File: src/rtl/temp_pkg.sv
// Shared constants and state encoding for the temperature acquisition path.
// The downstream register stage also takes its reset temperature from here.
package temp_pkg;

    localparam int TEMP_W  = 11;
    localparam int FRAME_W = 16;

    localparam logic signed [TEMP_W-1:0] TEMP_MIN   = -11'sd400;
    localparam logic signed [TEMP_W-1:0] TEMP_MAX   = 11'sd850;
    localparam logic signed [TEMP_W-1:0] TEMP_RESET = 11'sd220;

    typedef enum logic [2:0] {
        IDLE,
        CS_SETUP,
        SHIFT,
        CS_HOLD,
        CHECK
    } estado_t;

    function automatic logic en_rango(input logic signed [TEMP_W-1:0] v);
        return (v >= TEMP_MIN) && (v <= TEMP_MAX);
    endfunction

endpackage

File: src/rtl/adquisicion_temp_if.sv
// Signal bundle between the acquisition front-end, the SPI sensor and the
// temperature register stage.
interface adquisicion_temp_if;
    import temp_pkg::*;

    logic                     en;
    logic                     miso;
    logic                     sclk;
    logic                     cs_n;
    logic signed [TEMP_W-1:0] temp_salida;
    logic                     temp_valida;
    logic                     error_rango;

    modport master (
        input  en,
        input  miso,
        output sclk,
        output cs_n,
        output temp_salida,
        output temp_valida,
        output error_rango
    );

    modport slave (
        output en,
        output miso,
        input  sclk,
        input  cs_n,
        input  temp_salida,
        input  temp_valida,
        input  error_rango
    );

endinterface

File: src/rtl/sincronizador_2ff.sv
// Generic 1-bit two-flop synchronizer for signals arriving from another clock domain.
module sincronizador_2ff (
    input  logic clk,
    input  logic arst_n,
    input  logic d,
    output logic q
);

    logic meta;

    always_ff @(posedge clk or negedge arst_n) begin
        if (!arst_n) begin
            meta <= 1'b0;
            q    <= 1'b0;
        end else begin
            meta <= d;
            q    <= meta;
        end
    end

endmodule

File: src/rtl/adquisicion_temp.sv
// Periodic SPI read of a 16-bit temperature frame, range check and registered
// sample with a one-cycle valid strobe. CLK_DIV must be at least 4.
module adquisicion_temp
    import temp_pkg::*;
#(
    parameter int CLK_DIV       = 4,
    parameter int SAMPLE_PERIOD = 1000
) (
    input  logic               clk,
    input  logic               arst_n,
    adquisicion_temp_if.master bus
);

    localparam int DIV_W   = $clog2(CLK_DIV);
    localparam int TIMER_W = (SAMPLE_PERIOD > 1) ? $clog2(SAMPLE_PERIOD) : 1;

    localparam logic [DIV_W-1:0]   DIV_LAST   = DIV_W'(CLK_DIV - 1);
    localparam logic [TIMER_W-1:0] TIMER_LAST = TIMER_W'(SAMPLE_PERIOD - 1);
    localparam logic [3:0]         BIT_LAST   = 4'd15;

    estado_t                  estado, estado_d;
    logic [TIMER_W-1:0]       timer, timer_d;
    logic [DIV_W-1:0]         div_cnt, div_d;
    logic [3:0]               bit_cnt, bit_d;
    logic                     sclk_q, sclk_d;
    logic                     cs_n_q, cs_n_d;
    logic [FRAME_W-1:0]       shift_q, shift_d;
    logic signed [TEMP_W-1:0] temp_q, temp_d;
    logic                     valida_q, valida_d;
    logic                     error_q, error_d;

    logic                     miso_s;
    logic                     div_fin;
    logic signed [TEMP_W-1:0] v;

    sincronizador_2ff u_sync_miso (
        .clk    (clk),
        .arst_n (arst_n),
        .d      (bus.miso),
        .q      (miso_s)
    );

    assign div_fin = (div_cnt == DIV_LAST);
    assign v       = shift_q[FRAME_W-1 -: TEMP_W];

    always_ff @(posedge clk or negedge arst_n) begin
        if (!arst_n) begin
            estado   <= IDLE;
            timer    <= '0;
            div_cnt  <= '0;
            bit_cnt  <= '0;
            sclk_q   <= 1'b0;
            cs_n_q   <= 1'b1;
            shift_q  <= '0;
            temp_q   <= TEMP_RESET;
            valida_q <= 1'b0;
            error_q  <= 1'b0;
        end else begin
            estado   <= estado_d;
            timer    <= timer_d;
            div_cnt  <= div_d;
            bit_cnt  <= bit_d;
            sclk_q   <= sclk_d;
            cs_n_q   <= cs_n_d;
            shift_q  <= shift_d;
            temp_q   <= temp_d;
            valida_q <= valida_d;
            error_q  <= error_d;
        end
    end

    always_comb begin
        estado_d = estado;
        timer_d  = timer;
        div_d    = div_cnt;
        bit_d    = bit_cnt;
        sclk_d   = sclk_q;
        cs_n_d   = cs_n_q;
        shift_d  = shift_q;
        temp_d   = temp_q;
        valida_d = 1'b0;
        error_d  = error_q;

        case (estado)
            IDLE: begin
                if (!bus.en) begin
                    timer_d = '0;
                end else if (timer == TIMER_LAST) begin
                    estado_d = CS_SETUP;
                    cs_n_d   = 1'b0;
                    timer_d  = '0;
                    div_d    = '0;
                end else begin
                    timer_d = timer + 1'b1;
                end
            end

            CS_SETUP: begin
                if (div_fin) begin
                    estado_d = SHIFT;
                    div_d    = '0;
                    bit_d    = '0;
                end else begin
                    div_d = div_cnt + 1'b1;
                end
            end

            // Each phase lasts CLK_DIV cycles; data is captured at the end of the high phase,
            // by which time the bit launched on the previous falling edge has crossed the synchronizer.
            SHIFT: begin
                if (div_fin) begin
                    div_d  = '0;
                    sclk_d = ~sclk_q;
                    if (sclk_q) begin
                        shift_d = {shift_q[FRAME_W-2:0], miso_s};
                        if (bit_cnt == BIT_LAST) begin
                            estado_d = CS_HOLD;
                            cs_n_d   = 1'b1;
                        end else begin
                            bit_d = bit_cnt + 1'b1;
                        end
                    end
                end else begin
                    div_d = div_cnt + 1'b1;
                end
            end

            CS_HOLD: begin
                if (div_fin) begin
                    estado_d = CHECK;
                    div_d    = '0;
                end else begin
                    div_d = div_cnt + 1'b1;
                end
            end

            CHECK: begin
                estado_d = IDLE;
                timer_d  = '0;
                if (en_rango(v)) begin
                    temp_d   = v;
                    valida_d = 1'b1;
                    error_d  = 1'b0;
                end else begin
                    error_d = 1'b1;
                end
            end

            default: begin
                estado_d = IDLE;
            end
        endcase
    end

    assign bus.sclk        = sclk_q;
    assign bus.cs_n        = cs_n_q;
    assign bus.temp_salida = temp_q;
    assign bus.temp_valida = valida_q;
    assign bus.error_rango = error_q;

endmodule

File: src/flat_wrapper.sv
// flat-port wrapper written by rule: the top's interface ports become plain ports
module adquisicion_temp_flat import temp_pkg::*;
#(
    parameter int CLK_DIV       = 4,
    parameter int SAMPLE_PERIOD = 1000
)
  (clk, arst_n, bus_en, bus_miso, bus_sclk, bus_cs_n, bus_temp_salida, bus_temp_valida, bus_error_rango);
  adquisicion_temp_if bus_i ();
  input  logic clk;
  input  logic arst_n;
  input wire logic [$bits(bus_i.en)-1:0] bus_en;
  input wire logic [$bits(bus_i.miso)-1:0] bus_miso;
  output wire logic [$bits(bus_i.sclk)-1:0] bus_sclk;
  output wire logic [$bits(bus_i.cs_n)-1:0] bus_cs_n;
  output wire logic [$bits(bus_i.temp_salida)-1:0] bus_temp_salida;
  output wire logic [$bits(bus_i.temp_valida)-1:0] bus_temp_valida;
  output wire logic [$bits(bus_i.error_rango)-1:0] bus_error_rango;
  assign bus_i.en = bus_en;
  assign bus_i.miso = bus_miso;
  assign bus_sclk = bus_i.sclk;
  assign bus_cs_n = bus_i.cs_n;
  assign bus_temp_salida = bus_i.temp_salida;
  assign bus_temp_valida = bus_i.temp_valida;
  assign bus_error_rango = bus_i.error_rango;
  adquisicion_temp #(.CLK_DIV(CLK_DIV), .SAMPLE_PERIOD(SAMPLE_PERIOD)) u_core (.clk(clk), .arst_n(arst_n), .bus(bus_i));
endmodule
File: config.mk
export PLATFORM = sky130hd
export DESIGN_NAME = adquisicion_temp_flat
export DESIGN_NICKNAME = d
export VERILOG_FILES = /design/src/rtl/temp_pkg.sv /design/src/rtl/adquisicion_temp_if.sv /design/src/rtl/sincronizador_2ff.sv /design/src/rtl/adquisicion_temp.sv /design/src/flat_wrapper.sv
export SDC_FILE = /design/constraint.sdc
export NUM_CORES = 1
export LEC_CHECK = 0
export ABC_CLOCK_PERIOD_IN_PS = 2100
export CORE_MARGIN = 1
export CORE_UTILIZATION = 43
export CTS_CLUSTER_DIAMETER = 120
export DETAILED_ROUTE_END_ITERATION = 7
export PLACE_DENSITY_LB_ADDON = 0.2
export SLEW_MARGIN = 10
export SYNTH_ARGS = -nofsm -noshare
export SYNTH_HDL_FRONTEND = slang
export SYNTH_HIERARCHICAL = 1
export SYNTH_SLANG_ARGS = --single-unit
File: constraint.sdc
create_clock -name clk -period 2.1 [get_ports clk]
set_clock_uncertainty 0.15 [all_clocks]
set_input_delay 0.42 -clock clk [delete_from_list [all_inputs] [get_ports clk]]
set_output_delay 0.42 -clock clk [all_outputs]
set_load 0.05 [all_outputs]
; ---- Yosys cells after proc, flatten, opt, wreduce, memory -nomap -nowiden
; Index checks and enable logic that the tools add are counted.
; Widths: inputs -> output; s select.
[op_classes]
n_eq_ne = 15
bitwise = 1
addsub = 3
magnitude_cmp = 2
mux = 29
reduce_logical = 14
[op_table]
columns = op, count
row1 = $mux 3, 7
row2 = $mux 10, 2
row3 = $pmux 10 s2, 1
row4 = $mux 4, 4
row5 = $ne 2x1->1 const B, 6
row6 = $pmux 3 s4, 1
row7 = $ge 11x10->1 const B, 1
row8 = $le 11x11->1 const B, 1
row9 = $add 10x1->10 const B, 1
row10 = $eq 10x10->1 const B, 1
row11 = $mux 1, 8
row12 = $pmux 4 s2, 1
row13 = $reduce_bool 2->1, 4
row14 = $reduce_and 7->1, 1
row15 = $eq 3x2->1 const B, 2
row16 = $mux 2, 3
row17 = $reduce_and 3->1, 2
row18 = $reduce_and 6->1, 1
row19 = $reduce_and 5->1, 1
row20 = $add 4x1->4 const B, 1
row21 = $eq 4x4->1 const B, 1
row22 = $ne 2x2->1 const B, 2
row23 = $pmux 2 s2, 1
row24 = $reduce_and 2->1, 2
row25 = 9 further kinds, 9
[word_totals]
ff_bits = 52
wordCells = 76
out_inout_bits = 15
in_bits = 4

; ---- Depth between registers and ports, before layout
; Gate-level depths: netlist of the first run.
[logic_depth]
depth_word = 5
ltp_mapped = 7
ltp_nobuf = 5

; ---- Modules after synthesis
; Netlist of the first run, hierarchy kept.
[by_module_without_submodules]
columns = mod, cells_per_inst, instances, seq_area_each_um2, area_per_inst_um2
row1 = adquisicion_temp, 205, 1, 1258.7, 2362.3
row2 = sincronizador_2ff, 2, 1, 50.0, 50.0

; ---- Least setup slack after synthesis of the first run
; No wires, ideal clock.
[synth_timing]
kind = reg2reg
startpoint = reg u_core.estado[1]
endpoint = reg u_core.temp_q[0], in the netlist u_core/bus.temp_salida[0]
t_required_ps = 1825
period_less_slack_ps = 2044
t_arrival_ps = 1769
setup_slack_ps = 56
path_stages_with_launch = 7
path_cell_list = dfrtp_1 > buf_6 > or3b_1 > buf_2 > a211oi_4 > o21ai_4 > mux2_4
[synth_between]
elab_chain_cells = 2
[synth_rtl]
columns = element, line_no
row1 = from (decl), adquisicion_temp.sv:21  ; estado_t estado, estado_d;
row2 = from (signal assigned), adquisicion_temp.sv:59  ; estado <= estado_d;
row3 = $eq 3x3->1, adquisicion_temp.sv:84  ; case (estado)
row4 = $reduce_and 2->1 (no line), n/a
row5 = to (signal assigned), adquisicion_temp.sv:66  ; temp_q <= temp_d;
row6 = to (decl), adquisicion_temp.sv:28  ; logic signed [TEMP_W-1:0] temp_q, temp_d;
; Every way passes these cells.
; A chain may end at the register's enable or synchronous reset.

; ---- Final worst setup path of the first run
[layout_timing]
startpoint = reg u_core.temp_q[5], in the netlist u_core/bus.temp_salida[5]
endpoint = out bus_temp_salida[5]
[layout_lines]
columns = element, line_no
row1 = to (decl), flat_wrapper.sv:15  ; output wire logic [$bits(bus_i.temp_salida)-1:0] bus_temp_salida;
; No word-level cell between the ends.

==> impl_metrics.prom, run 1 <==
# TYPE chip_impl_metric gauge
chip_impl_info{name="status",value="finished clean"} 1
chip_impl_metric{name="intPower",unit="µW"} 1260
chip_impl_info{name="crit_type",value="flip-flop to output pin"} 1
chip_impl_metric{name="finalInstanceArea",unit="µm²"} 2840
chip_impl_metric{name="cellPowerDensity",unit="nW/µm²"} 572
chip_impl_metric{name="dieWidth",unit="µm"} 76.9
chip_impl_info{name="worst_path_dominant_cell_family",value="buffers and inverters"} 1
chip_impl_metric{name="core_area",unit="µm²"} 5270
chip_impl_metric{name="least_margin_pin_slew",unit="ns"} 0.507
chip_impl_metric{name="grt.total_usage",unit="%"} 14.6
chip_impl_metric{name="combPwrFrac",unit="%"} 2.8
chip_impl_metric{name="period_minus_slack",unit="ns"} 2.04
chip_impl_metric{name="clock_power_share",unit="%"} 35.0
chip_impl_metric{name="clk-insertion-delay-late",unit="ns"} 0.30
chip_impl_metric{name="largest_fanout_on_the_critical_path",unit=""} 2
chip_impl_metric{name="leakagePower",unit="µW"} 0.00131
chip_impl_metric{name="synthArstFlopShare",unit="%"} 100
chip_impl_info{name="synthDominantAreaCellType",value="dfrtp_1"} 1
chip_impl_metric{name="maxCapViolations",unit=""} 0
chip_impl_metric{name="power.ir.vdd_worst",unit="µV"} 422
chip_impl_metric{name="report.final.slew_viol_count",unit=""} 0
chip_impl_info{name="hold_path_class",value="flip-flop to flip-flop"} 1
chip_impl_metric{name="post-synth-top-area-fraction",unit="%"} 47.7
chip_impl_info{name="critical_path.startpoint_type",value="flip-flop"} 1
chip_impl_metric{name="final_min_period_over_clock_period",unit="%"} 97.0
chip_impl_metric{name="ys_seq_area_share",unit="%"} 54.3
chip_impl_info{name="unrepaired_setup_endpoints_after_global_routing",value="false"} 1
chip_impl_metric{name="route.detailed.wl_per_inst",unit="µm"} 12.8
chip_impl_metric{name="fill_cells",unit=""} 471
chip_impl_metric{name="buffer_ports.inserted",unit=""} 18
chip_impl_metric{name="post_synth_instance_area",unit="µm²"} 2410
chip_impl_metric{name="route.detailed.vias_per_inst",unit=""} 5.11
chip_impl_metric{name="final_layout_size_suffix_gt1_share",unit="%"} 28.3
chip_impl_metric{name="die_height",unit="µm"} 76.9
chip_impl_metric{name="place_congestion",unit=""} 0.802
chip_impl_metric{name="clockBufferDepth",unit=""} 2
chip_impl_info{name="synth_top_cells_by_count",value="dfrtp_1 (46), nand2_1 (24), mux2_2 (17)"} 1
chip_impl_info{name="critical_path.cell_chain",value="clkdlybuf4s50_1"} 1
chip_impl_metric{name="antennaDiodeCount",unit=""} 0
chip_impl_metric{name="max_slew_headroom_at_the_worst_pin",unit="%"} 66.2
chip_impl_metric{name="dr_total_vias",unit=""} 1585
chip_impl_metric{name="critical_path_required",unit="ns"} 1.53
chip_impl_metric{name="worstPathBufferInverterCount",unit=""} 1
chip_impl_info{name="cell_with_the_most_instances_after_synthesis",value="dfrtp_1"} 1
chip_impl_metric{name="grt_start_max_net_pins",unit=""} 23
chip_impl_metric{name="placement.cell_area",unit="µm²"} 2730
chip_impl_metric{name="postSynthCellCount",unit=""} 207
chip_impl_metric{name="crit_path_max_incr_delay",unit="ns"} 0.80
chip_impl_info{name="yosys-top-cells-area",value="dfrtp_1 (48%), mux2_2 (7.9%), dfstp_2 (6.5%), mux2_4 (4.4%), nand2_1 (3.7%)"} 1
chip_impl_info{name="cts_root_buffer",value="clkbuf_8"} 1
chip_impl_metric{name="grt_antenna_before_repair",unit=""} 0
chip_impl_metric{name="fp-row-count",unit=""} 26
chip_impl_metric{name="syn_avg_cell_area",unit="µm²"} 11.7
chip_impl_metric{name="final_util",unit="%"} 54.0
chip_impl_metric{name="layout-area-overhead-vs-synth",unit="%"} 17.9
chip_impl_metric{name="final-hold-violation-count",unit=""} 0
chip_impl_metric{name="critPathArrivalTime",unit="ns"} 1.47
chip_impl_metric{name="power.sequential.fraction",unit="%"} 62.2
chip_impl_metric{name="initial_core_utilization",unit="%"} 45.8
chip_impl_metric{name="grt_pass1_vias",unit=""} 1492
chip_impl_metric{name="drtIter0Drc",unit=""} 83
chip_impl_metric{name="io-pin-count",unit=""} 19
chip_impl_metric{name="count_of_flip_flops_with_a_built_in_enable_after_synthesis",unit=""} 0
chip_impl_info{name="cts_tree",value="done"} 1
chip_impl_metric{name="die_area",unit="µm²"} 5910
chip_impl_metric{name="grt.overflow.total",unit=""} 0
chip_impl_metric{name="cts-htree-levels",unit=""} 2
chip_impl_metric{name="power.share.switching",unit="%"} 22.6
chip_impl_info{name="synth_flop_cell",value="dfrtp_1"} 1
chip_impl_metric{name="ant_nets",unit=""} 0
chip_impl_metric{name="yosysUniqueCellTypes",unit=""} 51
chip_impl_metric{name="net_sw_power",unit="µW"} 367
chip_impl_metric{name="synth.ff_latch_count",unit=""} 52
chip_impl_metric{name="cts_inserted_buffers",unit=""} 5
chip_impl_metric{name="cts_sinks",unit=""} 52
chip_impl_metric{name="grt_pass1_wl",unit="µm"} 6800
chip_impl_metric{name="synthesis.nets",unit=""} 214
chip_impl_metric{name="postRouteWirelength",unit="µm"} 3970
chip_impl_metric{name="detailed_place_hpwl",unit="µm"} 2830
chip_impl_metric{name="cts.clk_slew.worst_paths",unit="ns"} 0.10
chip_impl_metric{name="setup_violations",unit=""} 0
chip_impl_metric{name="synth_warnings",unit=""} 6
chip_impl_info{name="critPathCaptureType",value="output pin"} 1
chip_impl_metric{name="drt_pre_antenna_iters",unit=""} 4
chip_impl_info{name="cp_slowest_cell",value="clkdlybuf4s50_1"} 1
chip_impl_metric{name="detail_route.drc_violations",unit=""} 0
chip_impl_metric{name="fmax",unit="GHz"} 0.491
chip_impl_metric{name="nNetsFinal",unit=""} 246
## stage by stage
| stage | setup WS, ns | instances | power (µW) | hold slack [ns] | setup TNS, ns |
|---|---|---|---|---|---|
| finish | 0.0640 | 310 | 1630 | 0.208 | 0 |
| CTS | 0.0140 | 310 | 1660 | 0.214 | 0 |
| detailed placement | -0.00974 | 301 | 1080 | 0.192 | -0.00974 |
| floorplan | 0.0558 | 207 | 1040 | -0.0256 | 0 |
| global route | 0.000918 | 310 | 1710 | 0.224 | 0 |
| global placement | 0.0540 | 301 | 1080 | 0.189 | 0 |
## cells by family (layout without fill, tap and decap cells)
group	after synthesis	after routing	synth area share, %
XOR/XNOR	4	4	1.45
AO/OA/AOI/OAI	39	39	12.2
adder cells (fa/ha/maj)	3	3	1.56
flip-flops	52	52	54.3
buffers and inverters	14	47	2.70
multiplexers	25	25	12.7
AND/OR/NAND/NOR	70	70	15.1
## sequential cells by signal, summed over array words and instances (netlist names), 2 cells and up
name                    cells
u_core/shift_q             16
u_core/bus.temp_salida     11
u_core/bit_cnt              4
u_core/div_cnt              2
u_core/timer               10
u_core/estado               3
## worst reg2reg max path: stages (launching register included)
cell and delay (ns):
dfrtp_1 0.39, or3b_1 0.45, a211oi_4 0.34, o21ai_4 0.20, mux2_4 0.34
## power by group through the flow
stage	Combinational, µW	Sequential, µW	Clock, µW
global placement	44.2	1030	0
global route	52.4	1010	642
CTS	47.0	1010	602
detailed placement	45.2	1030	0
floorplan	12.0	1030	0
finish	44.9	1010	570
## metal layers
| layer | vias to the layer above | wire [µm] | share of wire (%) | GRT usage [%] |
|---|---|---|---|---|
| met5 | - | 0 | 0 | 0 |
| met4 | 0 | 48 | 1.2 | 5.77 |
| met3 | 5 | 115 | 2.9 | 3.33 |
| met2 | 20 | 1750 | 44 | 22.6 |
| met1 | 749 | 2060 | 52 | 19.6 |
| li1 | 811 | - | - | - |
## path summary, 6_finish.rpt
path	start	end	slack (ns)	cells after the start
setup / recovery	u_core/bus.temp_salida[5]	bus_temp_salida[5]	0.06	1
hold / removal	u_core/u_sync_miso/meta	u_core/u_sync_miso/q	0.21	0
setup reg to reg	u_core/estado[1]	u_core/bus.temp_salida[0]	0.13	4
hold reg to reg	u_core/u_sync_miso/meta	u_core/u_sync_miso/q	0.21	0
max in group asynchronous	arst_n	u_core/bus.temp_salida[4]	0.67	3
min in group asynchronous	arst_n	u_core/bus.temp_salida[9]	0.45	2
## area by class of cell
| class | count | area (µm²) | share of cell area (%) |
|---|---|---|---|
| clock inverter | 3 | 21.3 | 0.748 |
| timing repair buffer | 33 | 290 | 10.2 |
| sequential | 52 | 1310 | 46.0 |
| clock buffer | 5 | 68.8 | 2.42 |
| inverter | 6 | 22.5 | 0.792 |
| multi-input combinational | 141 | 1040 | 36.7 |
| tap | 70 | 87.6 | 3.08 |
## what timing repair did
item                                    4_1_cts  5_1_grt
gates resized for setup                       1        3
hold buffers                                  1        0
endpoints found under the hold margin        19        0
cloned                                        0        0
endpoints found under the setup margin        3        6
buffers inserted                              0        0
## placed cells by master (no fill, tap or decap), types with 3 or more instances in the layout
master,synthesis,layout
o311ai_0,3,3
clkdlybuf4s50_1,0,8
clkbuf_8,0,5
nor3b_1,4,4
mux2_4,7,7
nand2_1,24,23
ha_1,3,3
nor2b_1,4,4
xnor2_1,4,4
dfrtp_1,46,46
nor3_1,4,4
inv_1,5,5
nand3_1,7,7
nand4_1,3,3
dfstp_2,6,6
nor2_1,7,7
buf_4,0,20
nand3b_1,3,3
o21ai_0,13,13
mux2_2,17,17
Power figures use the tool's default switching activity.
==> run 2, diff against run 1 <==
--- a/config.mk
+++ b/config.mk
@@ -16,3 +16,4 @@
 export SYNTH_HDL_FRONTEND = slang
 export SYNTH_HIERARCHICAL = 1
 export SYNTH_SLANG_ARGS = --single-unit
+export TNS_END_PERCENT = 1
==> results of run 2 <==
No change in the layout: final DEF, timing and power equal those of run 1.
==> run 3, diff against run 2 <==
--- a/config.mk
+++ b/config.mk
@@ -9,8 +9,10 @@
 export CORE_MARGIN = 1
 export CORE_UTILIZATION = 43
 export CTS_CLUSTER_DIAMETER = 120
+export CTS_CLUSTER_SIZE = 14
 export DETAILED_ROUTE_END_ITERATION = 7
 export PLACE_DENSITY_LB_ADDON = 0.2
+export SKIP_LAST_GASP = 1
 export SLEW_MARGIN = 10
 export SYNTH_ARGS = -nofsm -noshare
 export SYNTH_HDL_FRONTEND = slang
==> run 3 against run 2 <==
  * Combinational power about the same
  * Flip-flop and latch count unchanged
  * Non-clock buffer count unchanged
  * First-iteration DRC count fell by 1.2%
  * Fmax is 1.1% lower
  * Clock-buffer cell count stayed put
  * Largest cell class unchanged
  * Largest power group unchanged
  * Highest routed layer unchanged
==> impl_metrics.prom, run 3 (synthesis results as in run 1) <==
# TYPE chip_impl_metric gauge
chip_impl_metric{name="layout-area-overhead-vs-synth",unit="%"} 17.7
chip_impl_metric{name="dr_total_vias",unit=""} 1610
chip_impl_metric{name="antennaDiodeCount",unit=""} 0
chip_impl_metric{name="crit_path_max_incr_delay",unit="ns"} 0.80
chip_impl_metric{name="grt.overflow.total",unit=""} 0
chip_impl_metric{name="nNetsFinal",unit=""} 246
chip_impl_info{name="cts_tree",value="done"} 1
chip_impl_metric{name="final_min_period_over_clock_period",unit="%"} 98.0
chip_impl_metric{name="leakagePower",unit="µW"} 0.00127
chip_impl_info{name="unrepaired_setup_endpoints_after_global_routing",value="true"} 1
chip_impl_info{name="crit_type",value="flip-flop to output pin"} 1
chip_impl_metric{name="max_slew_headroom_at_the_worst_pin",unit="%"} 66.1
chip_impl_metric{name="final_layout_size_suffix_gt1_share",unit="%"} 28.3
chip_impl_info{name="hold_path_class",value="flip-flop to flip-flop"} 1
chip_impl_metric{name="largest_register_ffs",unit=""} 16
chip_impl_metric{name="period_minus_slack",unit="ns"} 2.06
chip_impl_metric{name="p_total",unit="µW"} 1630
chip_impl_metric{name="die_height",unit="µm"} 76.9
chip_impl_metric{name="cts_sinks",unit=""} 52
chip_impl_metric{name="setup_violations",unit=""} 0
chip_impl_metric{name="dieWidth",unit="µm"} 76.9
chip_impl_metric{name="final-hold-violation-count",unit=""} 0
chip_impl_info{name="critPathCaptureType",value="output pin"} 1
chip_impl_metric{name="core_area",unit="µm²"} 5270
chip_impl_info{name="worst_path_dominant_cell_family",value="buffers and inverters"} 1
chip_impl_metric{name="grt_antenna_before_repair",unit=""} 0
chip_impl_metric{name="detail_route.drc_violations",unit=""} 0
chip_impl_metric{name="fmax",unit="GHz"} 0.486
chip_impl_metric{name="post_cts.repair.setup_buffers",unit=""} 0
chip_impl_metric{name="grt_pass1_wl",unit="µm"} 6800
chip_impl_metric{name="initial_core_utilization",unit="%"} 45.8
chip_impl_info{name="cts_root_buffer",value="clkbuf_8"} 1
chip_impl_metric{name="report.final.slew_viol_count",unit=""} 0
chip_impl_info{name="status",value="finished clean"} 1
chip_impl_metric{name="ant_nets",unit=""} 0
chip_impl_metric{name="postRouteWirelength",unit="µm"} 3960
chip_impl_metric{name="critical_path_required",unit="ns"} 1.53
chip_impl_metric{name="cts.clk_slew.worst_paths",unit="ns"} 0.10
chip_impl_metric{name="cellPowerDensity",unit="nW/µm²"} 573
chip_impl_metric{name="buffer_ports.inserted",unit=""} 18
chip_impl_metric{name="fp-row-count",unit=""} 26
chip_impl_metric{name="drt_pre_antenna_iters",unit=""} 4
chip_impl_metric{name="place_congestion",unit=""} 0.802
chip_impl_metric{name="worstPathBufferInverterCount",unit=""} 1
chip_impl_metric{name="least_margin_pin_slew",unit="ns"} 0.508
chip_impl_metric{name="maxCapViolations",unit=""} 0
chip_impl_info{name="critical_path.startpoint_type",value="flip-flop"} 1
chip_impl_metric{name="power.ir.vdd_worst",unit="µV"} 423
chip_impl_metric{name="cts_inserted_buffers",unit=""} 5
chip_impl_metric{name="final_tns_setup",unit="ns"} 0
chip_impl_metric{name="grt_start_max_net_pins",unit=""} 23
chip_impl_metric{name="clk-insertion-delay-late",unit="ns"} 0.30
chip_impl_info{name="regMostFlops",value="u_core/shift_q"} 1
chip_impl_info{name="highest_count_cells_in_the_layout_ignoring_fill_and_taps",value="dfrtp_1 (46), nand2_1 (23), buf_4 (20)"} 1
chip_impl_metric{name="cts-htree-levels",unit=""} 2
chip_impl_metric{name="grt_pass1_vias",unit=""} 1492
chip_impl_metric{name="largest_fanout_on_the_critical_path",unit=""} 3
chip_impl_info{name="cp_slowest_cell",value="clkdlybuf4s50_1"} 1
chip_impl_metric{name="clockBufferDepth",unit=""} 2
chip_impl_metric{name="detailed_place_hpwl",unit="µm"} 2830
chip_impl_metric{name="grt.total_usage",unit="%"} 14.6
chip_impl_metric{name="drtIter0Drc",unit=""} 82
chip_impl_info{name="leading_cell_type_in_the_layout_fill_and_taps_excluded",value="dfrtp_1"} 1
chip_impl_metric{name="die_area",unit="µm²"} 5910
chip_impl_metric{name="route.detailed.vias_per_inst",unit=""} 5.19
chip_impl_metric{name="critPathArrivalTime",unit="ns"} 1.49
chip_impl_info{name="critical_path.cell_chain",value="clkdlybuf4s50_1"} 1
chip_impl_metric{name="route.detailed.wl_per_inst",unit="µm"} 12.8
chip_impl_metric{name="io-pin-count",unit=""} 19
chip_impl_metric{name="fill_cells",unit=""} 470
## run 3: cell count changes in the layout (fill, tap and decap cells not counted), sizes merged
cell,previous run,this run
dlymetal6s2s,2,0
clkdlybuf4s50,8,10
## run 3: report_power, final
group          switching (µW)  internal, µW  total, µW
logic                    30.1          14.9       45.0
registers                4.95          1010       1010
clock network             332           237        569
total                     367          1260       1630
## run 3: through the flow
step           cells  util (%)  hold slack, ns  setup WS, ns  area (µm²)
3_5_place_dp     301      51.9           0.192      -0.00974        2730
6_report         310      53.9           0.208        0.0421        2840
5_1_grt          310      53.9           0.224       -0.0127        2840
2_1_floorplan    207         -         -0.0256        0.0558        2410
4_1_cts          310      53.8           0.214        0.0140        2840
3_3_place_gp     301      51.9           0.189        0.0540        2730
## run 3: timing repair
item	4_1_cts	5_1_grt
resized for setup	1	1
pin swaps	0	0
hold buffers	1	0
endpoints found under the setup margin	3	6
endpoints found under the hold margin	19	0
## run 3: worst register-to-register path: stages (launching register included)
cell and delay, ns:
dfrtp_1 0.39, or3b_1 0.45, a211oi_4 0.34, o21ai_4 0.20
mux2_4 0.34
## run 3: cell type report
cell class	instances	area, µm²	area share, %
Multi-Input combinational cell	141	1040	36.8
Clock buffer	5	68.8	2.42
Clock inverter	3	21.3	0.749
Sequential cell	52	1310	46.1
Timing Repair Buffer	33	285	10.0
Inverter	6	22.5	0.793
Tap cell	70	87.6	3.09
## run 3: final timing paths
path / from / end / slack, ns / cells past startpoint
max: u_core/bus.temp_salida[8] / bus_temp_salida[8] / 0.04 / 1
min: u_core/u_sync_miso/meta / u_core/u_sync_miso/q / 0.21 / 0
max reg2reg: u_core/estado[1] / u_core/bus.temp_salida[0] / 0.13 / 4
min reg2reg: u_core/u_sync_miso/meta / u_core/u_sync_miso/q / 0.21 / 0
max in group asynchronous: arst_n / u_core/bus.temp_salida[4] / 0.67 / 3
min in group asynchronous: arst_n / u_core/bus.temp_salida[9] / 0.46 / 2
## run 3: layer usage
layer,up-vias,GRT usage (%),share of wire (%)
met5,-,0,0
met4,0,5.77,1.2
met3,5,3.33,2.8
met2,22,22.6,44
met1,769,19.6,52
li1,814,-,-
